===== src/rtl/vga_pkg.sv =====
// Shared VGA read-side definitions: default 640x480@60 timing, pixel types and the
// control word that travels alongside each buffer read.
package vga_pkg;

  localparam int unsigned DEF_H_VISIBLE = 640;
  localparam int unsigned DEF_H_FP      = 16;
  localparam int unsigned DEF_H_SYNC    = 96;
  localparam int unsigned DEF_H_BP      = 48;
  localparam int unsigned DEF_V_VISIBLE = 480;
  localparam int unsigned DEF_V_FP      = 10;
  localparam int unsigned DEF_V_SYNC    = 2;
  localparam int unsigned DEF_V_BP      = 33;
  localparam int unsigned DEF_FB_WIDTH  = 320;
  localparam int unsigned DEF_FB_HEIGHT = 240;

  localparam int unsigned H_TOTAL      = DEF_H_VISIBLE + DEF_H_FP + DEF_H_SYNC + DEF_H_BP;
  localparam int unsigned V_TOTAL      = DEF_V_VISIBLE + DEF_V_FP + DEF_V_SYNC + DEF_V_BP;
  localparam int unsigned H_SYNC_START = DEF_H_VISIBLE + DEF_H_FP;
  localparam int unsigned H_SYNC_END   = H_SYNC_START + DEF_H_SYNC - 1;
  localparam int unsigned V_SYNC_START = DEF_V_VISIBLE + DEF_V_FP;
  localparam int unsigned V_SYNC_END   = V_SYNC_START + DEF_V_SYNC - 1;

  typedef struct packed {
    logic [3:0] r;
    logic [3:0] g;
    logic [3:0] b;
  } rgb444_t;

  // Control bits that must arrive at the output register together with rData
  typedef struct packed {
    logic       vis;
    logic       fetch;
    logic       hs_n;
    logic       vs_n;
    logic [9:0] h;
    logic [9:0] v;
  } ctrl_t;

  // Idle control word: blanked, syncs deasserted
  localparam ctrl_t CTRL_IDLE = '{vis: 1'b0, fetch: 1'b0, hs_n: 1'b1, vs_n: 1'b1,
                                  h: 10'd0, v: 10'd0};

  // Keep the top 4 bits of each RGB565 field
  function automatic rgb444_t rgb565_to_444(input logic [15:0] d);
    rgb444_t p;
    p.r = d[15:12];
    p.g = d[10:7];
    p.b = d[4:1];
    return p;
  endfunction

endpackage


===== src/rtl/vga_timing_gen.sv =====
// Raw VGA raster: free-running h/v counters and the undelayed vis/hs_n/vs_n flags.
module vga_timing_gen
  import vga_pkg::*;
#(
  parameter int unsigned H_VISIBLE = DEF_H_VISIBLE,
  parameter int unsigned H_FP      = DEF_H_FP,
  parameter int unsigned H_SYNC    = DEF_H_SYNC,
  parameter int unsigned H_BP      = DEF_H_BP,
  parameter int unsigned V_VISIBLE = DEF_V_VISIBLE,
  parameter int unsigned V_FP      = DEF_V_FP,
  parameter int unsigned V_SYNC    = DEF_V_SYNC,
  parameter int unsigned V_BP      = DEF_V_BP
) (
  input  logic       clk,
  input  logic       reset,
  output logic [9:0] h_cnt,
  output logic [9:0] v_cnt,
  output logic       vis,
  output logic       hs_n,
  output logic       vs_n
);

  localparam int unsigned HT  = H_VISIBLE + H_FP + H_SYNC + H_BP;
  localparam int unsigned VT  = V_VISIBLE + V_FP + V_SYNC + V_BP;
  localparam int unsigned HSS = H_VISIBLE + H_FP;
  localparam int unsigned HSE = HSS + H_SYNC - 1;
  localparam int unsigned VSS = V_VISIBLE + V_FP;
  localparam int unsigned VSE = VSS + V_SYNC - 1;

  // Horizontal counter wraps every line; vertical advances on each horizontal wrap
  always_ff @(posedge clk or posedge reset) begin
    if (reset) begin
      h_cnt <= '0;
      v_cnt <= '0;
    end else if (h_cnt == 10'(HT - 1)) begin
      h_cnt <= '0;
      v_cnt <= (v_cnt == 10'(VT - 1)) ? '0 : v_cnt + 10'd1;
    end else begin
      h_cnt <= h_cnt + 10'd1;
    end
  end

  // Visible region and active-low sync windows decoded from the counters
  always_comb begin
    vis  = (h_cnt < 10'(H_VISIBLE)) && (v_cnt < 10'(V_VISIBLE));
    hs_n = !((h_cnt >= 10'(HSS)) && (h_cnt <= 10'(HSE)));
    vs_n = !((v_cnt >= 10'(VSS)) && (v_cnt <= 10'(VSE)));
  end

endmodule


===== src/rtl/vga_framebuffer_reader.sv =====
// Read side of the camera frame buffer: VGA timing, buffer address generation
// (2x upscale or 1:1 window), latency-matched control pipeline and RGB444 output.
module vga_framebuffer_reader
  import vga_pkg::*;
#(
  parameter int unsigned H_VISIBLE  = DEF_H_VISIBLE,
  parameter int unsigned H_FP       = DEF_H_FP,
  parameter int unsigned H_SYNC     = DEF_H_SYNC,
  parameter int unsigned H_BP       = DEF_H_BP,
  parameter int unsigned V_VISIBLE  = DEF_V_VISIBLE,
  parameter int unsigned V_FP       = DEF_V_FP,
  parameter int unsigned V_SYNC     = DEF_V_SYNC,
  parameter int unsigned V_BP       = DEF_V_BP,
  parameter int unsigned FB_WIDTH   = DEF_FB_WIDTH,
  parameter int unsigned FB_HEIGHT  = DEF_FB_HEIGHT,
  parameter int unsigned RD_LATENCY = 1
) (
  input  logic        clk,
  input  logic        reset,
  input  logic        upscale,
  output logic        oe,
  output logic [16:0] rAddr,
  input  logic [15:0] rData,
  output logic        h_sync,
  output logic        v_sync,
  output logic        de,
  output logic [9:0]  x_pixel,
  output logic [9:0]  y_pixel,
  output logic [3:0]  red,
  output logic [3:0]  green,
  output logic [3:0]  blue,
  output logic        frame_start
);

  logic [9:0]  h_cnt;
  logic [9:0]  v_cnt;
  logic        vis;
  logic        hs_n;
  logic        vs_n;
  logic        mode_q;
  logic        mode_cur;
  logic        fetch;
  logic [16:0] addr_next;
  ctrl_t       s1;
  ctrl_t       dly [RD_LATENCY];
  ctrl_t       c;
  rgb444_t     px;

  vga_timing_gen #(
    .H_VISIBLE (H_VISIBLE),
    .H_FP      (H_FP),
    .H_SYNC    (H_SYNC),
    .H_BP      (H_BP),
    .V_VISIBLE (V_VISIBLE),
    .V_FP      (V_FP),
    .V_SYNC    (V_SYNC),
    .V_BP      (V_BP)
  ) u_timing (
    .clk   (clk),
    .reset (reset),
    .h_cnt (h_cnt),
    .v_cnt (v_cnt),
    .vis   (vis),
    .hs_n  (hs_n),
    .vs_n  (vs_n)
  );

  // Mode taken from the live input at the frame origin so pixel (0,0) already uses it
  always_comb begin
    mode_cur = ((h_cnt == '0) && (v_cnt == '0)) ? upscale : mode_q;
  end

  // Hold the frame's display mode until the next frame origin
  always_ff @(posedge clk or posedge reset) begin
    if (reset) mode_q <= 1'b0;
    else       mode_q <= mode_cur;
  end

  // Fetch decision and buffer address for the current raster position
  always_comb begin
    if (mode_cur) begin
      fetch     = vis;
      addr_next = 17'(v_cnt >> 1) * 17'(FB_WIDTH) + 17'(h_cnt >> 1);
    end else begin
      fetch     = (h_cnt < 10'(FB_WIDTH)) && (v_cnt < 10'(FB_HEIGHT));
      addr_next = 17'(v_cnt) * 17'(FB_WIDTH) + 17'(h_cnt);
    end
  end

  // Stage 1: issue the read and capture the matching control word
  always_ff @(posedge clk or posedge reset) begin
    if (reset) begin
      oe    <= 1'b0;
      rAddr <= '0;
      s1    <= CTRL_IDLE;
    end else begin
      oe <= fetch;
      if (fetch) rAddr <= addr_next;
      s1 <= '{vis: vis, fetch: fetch, hs_n: hs_n, vs_n: vs_n, h: h_cnt, v: v_cnt};
    end
  end

  // Delay control by the buffer read latency; idle words keep syncs high after reset
  always_ff @(posedge clk or posedge reset) begin
    if (reset) begin
      for (int unsigned i = 0; i < RD_LATENCY; i++) dly[i] <= CTRL_IDLE;
    end else begin
      dly[0] <= s1;
      for (int unsigned i = 1; i < RD_LATENCY; i++) dly[i] <= dly[i-1];
    end
  end

  // Pixel colour: buffer data only where it was actually fetched, black elsewhere
  always_comb begin
    c  = dly[RD_LATENCY-1];
    px = (c.vis && c.fetch) ? rgb565_to_444(rData) : '0;
  end

  // Output register: pixel and syncs change together on one edge
  always_ff @(posedge clk or posedge reset) begin
    if (reset) begin
      de          <= 1'b0;
      h_sync      <= 1'b1;
      v_sync      <= 1'b1;
      x_pixel     <= '0;
      y_pixel     <= '0;
      red         <= '0;
      green       <= '0;
      blue        <= '0;
      frame_start <= 1'b0;
    end else begin
      de          <= c.vis;
      h_sync      <= c.hs_n;
      v_sync      <= c.vs_n;
      x_pixel     <= c.h;
      y_pixel     <= c.v;
      red         <= px.r;
      green       <= px.g;
      blue        <= px.b;
      frame_start <= c.vis && (c.h == '0) && (c.v == '0);
    end
  end

endmodule


===== config.mk =====
export PLATFORM = sky130hd
export DESIGN_NAME = vga_framebuffer_reader
export DESIGN_NICKNAME = d
export VERILOG_FILES = /design/src/rtl/vga_pkg.sv /design/src/rtl/vga_timing_gen.sv /design/src/rtl/vga_framebuffer_reader.sv
export SDC_FILE = /design/constraint.sdc
export NUM_CORES = 1
export LEC_CHECK = 0
export ABC_AREA = 1
export CAP_MARGIN = 5
export CORE_MARGIN = 1
export CORE_UTILIZATION = 35
export CTS_CLUSTER_DIAMETER = 50
export DETAILED_ROUTE_END_ITERATION = 7
export SLEW_MARGIN = 20
export SYNTH_ARGS = -nofsm -noshare
export SYNTH_HDL_FRONTEND = slang
export SYNTH_SLANG_ARGS = --single-unit

===== constraint.sdc =====
create_clock -name clk -period 6.15 [get_ports clk]
set_input_delay 1.23 -clock clk [delete_from_list [all_inputs] [get_ports clk]]
set_output_delay 1.23 -clock clk [all_outputs]
set_load 0.005 [all_outputs]

# Word level (Yosys, flattened, before mapping)
# Cells that the tools add are included.
# Widths: inputs -> output; s select.
[totals]
wordCells = 61
output_inout_bits = 54
inputBits = 19
register_bits = 122
[op_classes]
eq_ne = 2
addsub = 4
reduce_logical = 14
mul = 2
mux = 6
n_lt_le_gt_ge = 8
[op_table]
columns = ["operator", "n"]
rows = [
  ["$logic_not 10->1", 4],
  ["$add 10x1->10 const B", 2],
  ["$eq 10x10->1 const B", 2],
  ["$lt 10x9->1 const B", 2],
  ["$mux 10", 2],
  ["$add 17x10->17", 1],
  ["$add 17x9->17", 1],
  ["$mux 17", 1],
  ["$mux 12", 1],
  ["$mul 10x3->11 const B", 1],
  ["$mul 9x3->11 const B", 1],
  ["$ge 10x10->1 const B", 1],
  ["$ge 10x9->1 const B", 1],
  ["$le 10x10->1 const B", 1],
  ["$le 10x9->1 const B", 1],
  ["$lt 10x10->1 const B", 1],
  ["$lt 10x8->1 const B", 1],
  ["$logic_and 1x1->1", 8],
  ["$logic_not 1->1", 2],
  ["$mux 1", 2],
]

# Depth between registers and ports, before layout
# Gate-level depths: netlist (run 1).
[logic_depth]
depth_word = 4
mapped_depth = 16
ltp_nobuf = 16

# Cells and area by module
# A second synthesis (run 1) with hierarchy kept.
[hier_totals]
cells_unflattened = 657
area_unflattened_um2 = 5819.3
[by_module_without_submodules]
columns = ["module", "area_per_inst_um2", "cells_each", "instances", "seq_area_each_um2"]
rows = [
  ["vga_framebuffer_reader", 4558.1, 489, 1, 2560.0],
  ["vga_timing_gen", 1261.2, 168, 1, 500.5],
]

# Worst setup path after synthesis (run 1)
# No wires, ideal clock.
[synth_path]
path_kind = "register to register"
from = "register u_timing.v_cnt[2]"
to = "register rAddr[16]"
path_buffers = 0
arrival_ps = 2406
required_time_ps = 6085
path_stages_with_launch = 16
period_less_slack_ps = 2471
path_slack_ps = 3679
setup_time_ps = 65
path_cell_list = "dfrtp_1 ha_1 ha_1 inv_1 fa_1 nor2_1 nand3_1 nor2_1 nand3_1 nor2_1 nand3_1 nand2_1 nand3_2 nand2_1 nand2_1 nand2_1"
[synth_between]
elab_chain_len = 4
elab_cells_between_ends = 13
cone_classes = "2 x add/sub; 2 x mul; 2 x order compare; 3 x mux; 4 x reduce/logical"
[synth_lines]
columns = ["element", "line_no", "text"]
rows = [
  ["start: declaration", "vga_timing_gen.sv:17", "output logic [9:0] v_cnt,"],
  ["start signal: assignment", "vga_timing_gen.sv:37", "v_cnt <= (v_cnt == 10'(VT - 1)) ? '0 : v_cnt + 10'd1;"],
  ["branches (longest 4 deep; another with $add 17x10->17)", "--", ""],
  ["end signal: assignment", "vga_framebuffer_reader.sv:98", "if (fetch) rAddr <= addr_next;"],
  ["end: declaration", "vga_framebuffer_reader.sv:22", "output logic [16:0] rAddr,"],
]
# Parallel ways; which one is timed is not known.
# A chain may end at the register's enable or synchronous reset.

# Worst setup path after layout (run 1)
[layout_path]
from = "register u_timing.v_cnt[1]"
to = "register rAddr[13]"
# The elaborated chain is that of the path after synthesis.

==> results_dict.tcl, run 1 <==
set metrics [dict create \
    cts_sinks 122 \
    grt_use_met2 0.265 \
    cts_tree "done" \
    power_uw 1830 \
    crit_top_cell "nand2_1" \
    wl_per_cell_um 12.9 \
    outcome "complete, no violations" \
    fin_crit_ns 2.81 \
    postSynthCellCount 598 \
    port_buffers 68 \
    path_class "register to register" \
    crit_path_start_kind "register" \
    required_ns 6.50 \
    syn_area_per_cell_sq_um 9.34 \
    clkPwrFrac 0.514 \
    first_pass_iters 4 \
    hpwl_um 8730 \
    cts_max_path_buffers 2 \
    final_common_cell "nand2_1" \
    layout_common_cells "nand2_1, dfrtp_1, inv_1" \
    cp_slowest_stage_delay_ns 0.59 \
    slew_violations 0 \
    finalSetupTns_ns 0 \
    dp_slack_ns 2.94 \
    grt_use_met1 0.187 \
    synth_top_area_frac 0.520 \
    p_int_uw 1450 \
    ys_ff_latch 122 \
    p_leak_uw 0.00345 \
    p_sw_frac 0.207 \
    fmax_ghz 0.356 \
    hp-class "register to register" \
    num_rows 45 \
    grt_max_degree 77 \
    grt.busiest_layer "met2" \
    p_comb_frac 0.038 \
    dieArea_sq_um 16500 \
    worst_slew_pin_slew_ns 0.855 \
    cts_setup_buffers 0 \
    gr-usage-met3 0.0430 \
    endpoint_kind "register" \
    synth-seq-area-share 0.548 \
    final_nets 725 \
    p_per_area_nw_per_um2 260 \
    cpMaxStageDelayCell "fa_1" \
    yosys_warnings 0 \
    drc_errors 0 \
    async_reset_ff_frac 1.00 \
    start_util 0.363 \
    hold_buffers 0 \
    cts_buffers 17 \
    ant_nets 0 \
    syn_nets 647 \
    yosysTopAreaCell "dfrtp_1" \
    first_iter_violations 214 \
    synth_area_sq_um 5580 \
    maxCapViolCount 0 \
    vias 4202 \
    drive_gt1_frac 0.107 \
    period_share 0.457 \
    grt-ovfl-total 0 \
    cp_max_fo 8 \
    cp.arrival_ns 3.16 \
    synth_ff_type "dfrtp_1" \
    clk_pin_slew_worst_paths_ns 0.06 \
    grt_pass1_wl_um 20100 \
    utilization 0.457 \
    drt_wl_total_um 11600 \
    htreeDepth 4 \
    setup_ws_ns 3.34 \
    rsz0062_at_grt "no" \
    core_area_sq_um 15400 \
    die_y_um 128 \
    final_area_sq_um 7030 \
    slew_headroom 0.430 \
    ys_top_cells_by_area "dfrtp_1, nand2_1, ha_1, inv_1, nand3_1" \
    setup_viol 0 \
    place_area_sq_um 6450 \
    seqPwrFrac 0.448 \
    gp_congestion 0.925 \
    io_pins 73 \
    area_growth_pct 25.8 \
    fin_worst_skew_ns 0.0121 \
    path_cells "ha_1 -> ha_1 -> fa_1 -> nand2_1 -> inv_1 -> nand4_1 -> nand3_1 -> nand2_1 -> nor2_1 -> xor2_1 -> nand2_1 -> nand2_1 -> nand2_1 -> nand2_1" \
    clk-insertion-delay-late_ns 0.41 \
    critPathBufInv 1 \
    antenna_found_initial 0 \
    p_switching_uw 378 \
    finalHoldViolCount 0 \
    viasPerCell 4.67 \
    cts_root_buf "clkbuf_16" \
    antennaDiodeCount 0 \
    crit_family "adder cells" \
    synth_edf_count 0 \
    fp.dieW_um 128 \
    peakVddDrop_uv 192 \
    cts_resized 0 \
    fill_cells 1482 \
    yosys.cell_types.count 42 \
    grt_pass1_vias 4295 \
    grt_usage 0.159 \
]
==> registers in the layout, summed over array words and instances (netlist names) <==
signal	cells
blue	4
u_timing.h_cnt	10
red	4
de	1
u_timing.v_cnt	10
frame_start	1
s1	24
x_pixel	10
rAddr	17
mode_q	1
v_sync	1
h_sync	1
y_pixel	10
c	24
green	4
==> power by group through the flow <==
stage,logic [uW],clock network (uW),registers [uW]
floorplan,35.8,0,834
global placement,70.6,0,832
detailed placement,72.0,0,833
CTS,72.3,967,819
global route,78.8,1010,820
finish,69.5,939,819
==> per-stage QoR <==
step | hold slack [ns] | instances
after floorplan | 0.331 | 598
after global routing | 0.352 | 900
after global placement | 0.336 | 868
final | 0.344 | 900
after detailed placement | 0.335 | 868
after CTS | 0.346 | 900
==> synthesized netlist by cell type, types with 2 or more instances <==
cell type	number
a211oi_1	2
a21oi_1	9
a21oi_2	2
buf_2	4
buf_6	3
dfrtp_1	116
dfstp_2	6
fa_1	4
ha_1	26
inv_1	74
inv_2	6
nand2_1	151
nand2_2	5
nand3_1	51
nand3_2	2
nand4_1	7
nor2_1	52
nor2_2	4
nor3_1	7
nor4_1	8
o211ai_1	3
o21a_1	2
o21ai_0	14
o21ai_2	8
o31ai_1	2
or2_2	2
xnor2_1	3
xor2_1	11
==> layout make-up <==
class,count,area (sq um),share of cell area
flip-flops and latches,122,3060,0.436
multi-input cells,385,2130,0.303
repair buffers,69,688,0.0980
clock buffers,20,447,0.0636
inverters,81,309,0.0440
well taps,211,264,0.0376
clock inverters,12,125,0.0178
==> final timing paths <==
check                                             end  slack, ns                          start  depth (start not counted)
worst max-delay path            rAddr[13]$_DFFE_PP0P_       3.34  u_timing.v_cnt[1]$_DFFE_PP0N_                         14
worst min-delay path                  c[16]$_DFF_PP0_       0.34               s1[16]$_DFF_PP0_                          0
worst max register to register  rAddr[13]$_DFFE_PP0P_       3.34  u_timing.v_cnt[1]$_DFFE_PP0N_                         14
worst min register to register        c[16]$_DFF_PP0_       0.34               s1[16]$_DFF_PP0_                          0
max in group asynchronous            s1[22]$_DFF_PP0_       3.67                          reset                          3
min in group asynchronous        y_pixel[6]$_DFF_PP0_       1.37                          reset                          2
==> layer usage <==
layer  vias up  part of all wire
met5         -                 0
met4         0             0.030
met3        28             0.052
met2       120              0.49
met1      1976              0.42
li1       2078                 -
==> cell families after synthesis <==
family	count (synthesis)	share of synthesized area
adders and majority gates	30	0.0726
buffers and inverters	91	0.0701
and+or+nand+nor	294	0.230
AOI/OAI and AO/OA	47	0.0571
DFF	122	0.548
xor gates and xnor gates	14	0.0220
(Power assumes the default switching activity.)
==> run 2: changes to the inputs <==
clock period = 2.9 ns   (was 6.15 ns; I/O delays follow)
==> run 2 against run 1 <==
Via count grew 0.24%; wire length shrank 1.2%; clock skew grew 0.00070 ns; global-route usage shrank 0.46 points; final cell count grew 1.0%; clock-buffer cell count grew 6; worst hold slack is essentially flat; largest cell class unchanged; largest power group unchanged.
==> results_dict.tcl, run 2 (synthesis gave the netlist of run 1 again) <==
set metrics [dict create \
    fmax_ghz 0.377 \
    power_uw 3960 \
    endpoint_kind "register" \
    required_ns 3.20 \
    cts_root_buf "clkbuf_16" \
    cts_setup_buffers 0 \
    utilization 0.464 \
    hpwl_um 8810 \
    cts_buffers 17 \
    slew_violations 0 \
    rrSetupSlack_ns 0.25 \
    antennaDiodeCount 0 \
    cp.arrival_ns 2.95 \
    htreeDepth 4 \
    final_common_cell "nand2_1" \
    period_share 0.915 \
    hp-class "register to register" \
    final_nets 734 \
    area_growth_pct 27.9 \
    drive_gt1_frac 0.117 \
    first_iter_violations 227 \
    vias 4212 \
    slew_headroom 0.637 \
    setup_viol 0 \
    fp.dieW_um 128 \
    dieArea_sq_um 16500 \
    grt_pass1_wl_um 19600 \
    die_y_um 128 \
    outcome "complete, no violations" \
    cts_max_path_buffers 2 \
    grt_max_degree 110 \
    fin_crit_ns 2.65 \
    wl_per_cell_um 12.6 \
    path_class "register to register" \
    core_area_sq_um 15400 \
    rr_worst_depth 14 \
    p_sw_frac 0.192 \
    dr_wl_met2_um 5610 \
    endpoint "rAddr[15]$_DFFE_PP0P_" \
    fin_worst_skew_ns 0.0128 \
    p_leak_uw 0.00351 \
    finalSetupTns_ns 0 \
    hold_buffers 0 \
    peakVddDrop_uv 404 \
    p_switching_uw 758 \
    cts_tree "done" \
    gp_congestion 0.903 \
    timing.rr.start "u_timing.v_cnt[3]$_DFFE_PP0N_" \
    worst_slew_pin_slew_ns 0.545 \
    clk_pin_slew_worst_paths_ns 0.05 \
    top_layer_used "met4" \
    p_int_uw 3200 \
    first_pass_iters 4 \
    min_from "s1[12]$_DFF_PP0_" \
    ant_nets 0 \
    port_buffers 68 \
    reg2reg_to "rAddr[15]$_DFFE_PP0P_" \
    p_per_area_nw_per_um2 554 \
    num_rows 45 \
    grt-ovfl-total 0 \
    crit_path_start_kind "register" \
    fill_cells 1461 \
    drt_wl_total_um 11500 \
    maxCapViolCount 0 \
    layout_common_cells "nand2_1, dfrtp_1, inv_1" \
    p_comb_frac 0.038 \
    met3_wirelength_um 592 \
    viasPerCell 4.63 \
    grt_pass1_vias 4128 \
    rsz0062_at_grt "no" \
    finalHoldViolCount 0 \
    cp_max_fo 5 \
    grt_usage 0.154 \
    io_pins 73 \
    met1_length_um 5000 \
    start_util 0.363 \
    cts_resized 0 \
    cts_sinks 122 \
    antenna_found_initial 0 \
    startpoint "u_timing.v_cnt[3]$_DFFE_PP0N_" \
    seqPwrFrac 0.439 \
    drc_errors 0 \
    clkPwrFrac 0.522 \
    clk-insertion-delay-late_ns 0.40 \
]
run 2: routing by layer:
layer / vias up / GRT usage
met4: 0 / 0.0740
met5: - / 0
met3: 16 / 0.0438
met1: 1991 / 0.185
li1: 2095 / -
met2: 110 / 0.254
run 2: power by group through the flow:
stage	sequential, uW	clock, uW	combinational (uW)
global placement	1770	0	154
detailed placement	1770	0	157
floorplan	1770	0	76.3
finish	1740	2070	152
global route	1740	2200	173
CTS	1740	2120	157
run 2: metrics by stage:
step	worst slack (ns)	cells	hold WS, ns	instance area, sq um
floorplan	0.429	598	0.331	5590
global placement	0.243	877	0.334	6540
detailed placement	0.224	877	0.335	6540
CTS	0.198	909	0.346	7140
global route	0.0222	909	0.349	7140
finish	0.246	909	0.345	7140
run 2: worst max-delay path: stages, from the launching register on:
cell	delay (ns)
dfrtp_1	0.45
ha_1	0.33
ha_1	0.25
fa_1	0.58
nand2_1	0.07
inv_1	0.07
nand4_1	0.07
nand3_1	0.11
nand2_1	0.08
nor2_1	0.19
nand3_1	0.10
nand3_1	0.09
nand2_1	0.06
nand2_1	0.05
nand2_1	0.05
run 2: final cells by class:
class,count,area (sq um),share of cell area
flip-flops and latches,122,3060,0.429
clock buffers,26,519,0.0727
repair buffers,78,768,0.108
inverters,81,310,0.0435
well taps,211,264,0.0370
clock inverters,6,85.1,0.0119
multi-input cells,385,2130,0.299
run 2: how the worst min path moves through the flow:
stage                            to  slack, ns  cells after the start
global route        c[10]$_DFF_PP0_       0.35                      0
detailed placement  c[18]$_DFF_PP0_       0.33                      0
finish              c[12]$_DFF_PP0_       0.34                      0
CTS                 c[19]$_DFF_PP0_       0.35                      0
global placement    c[19]$_DFF_PP0_       0.33                      0
floorplan            c[0]$_DFF_PP0_       0.33                      0
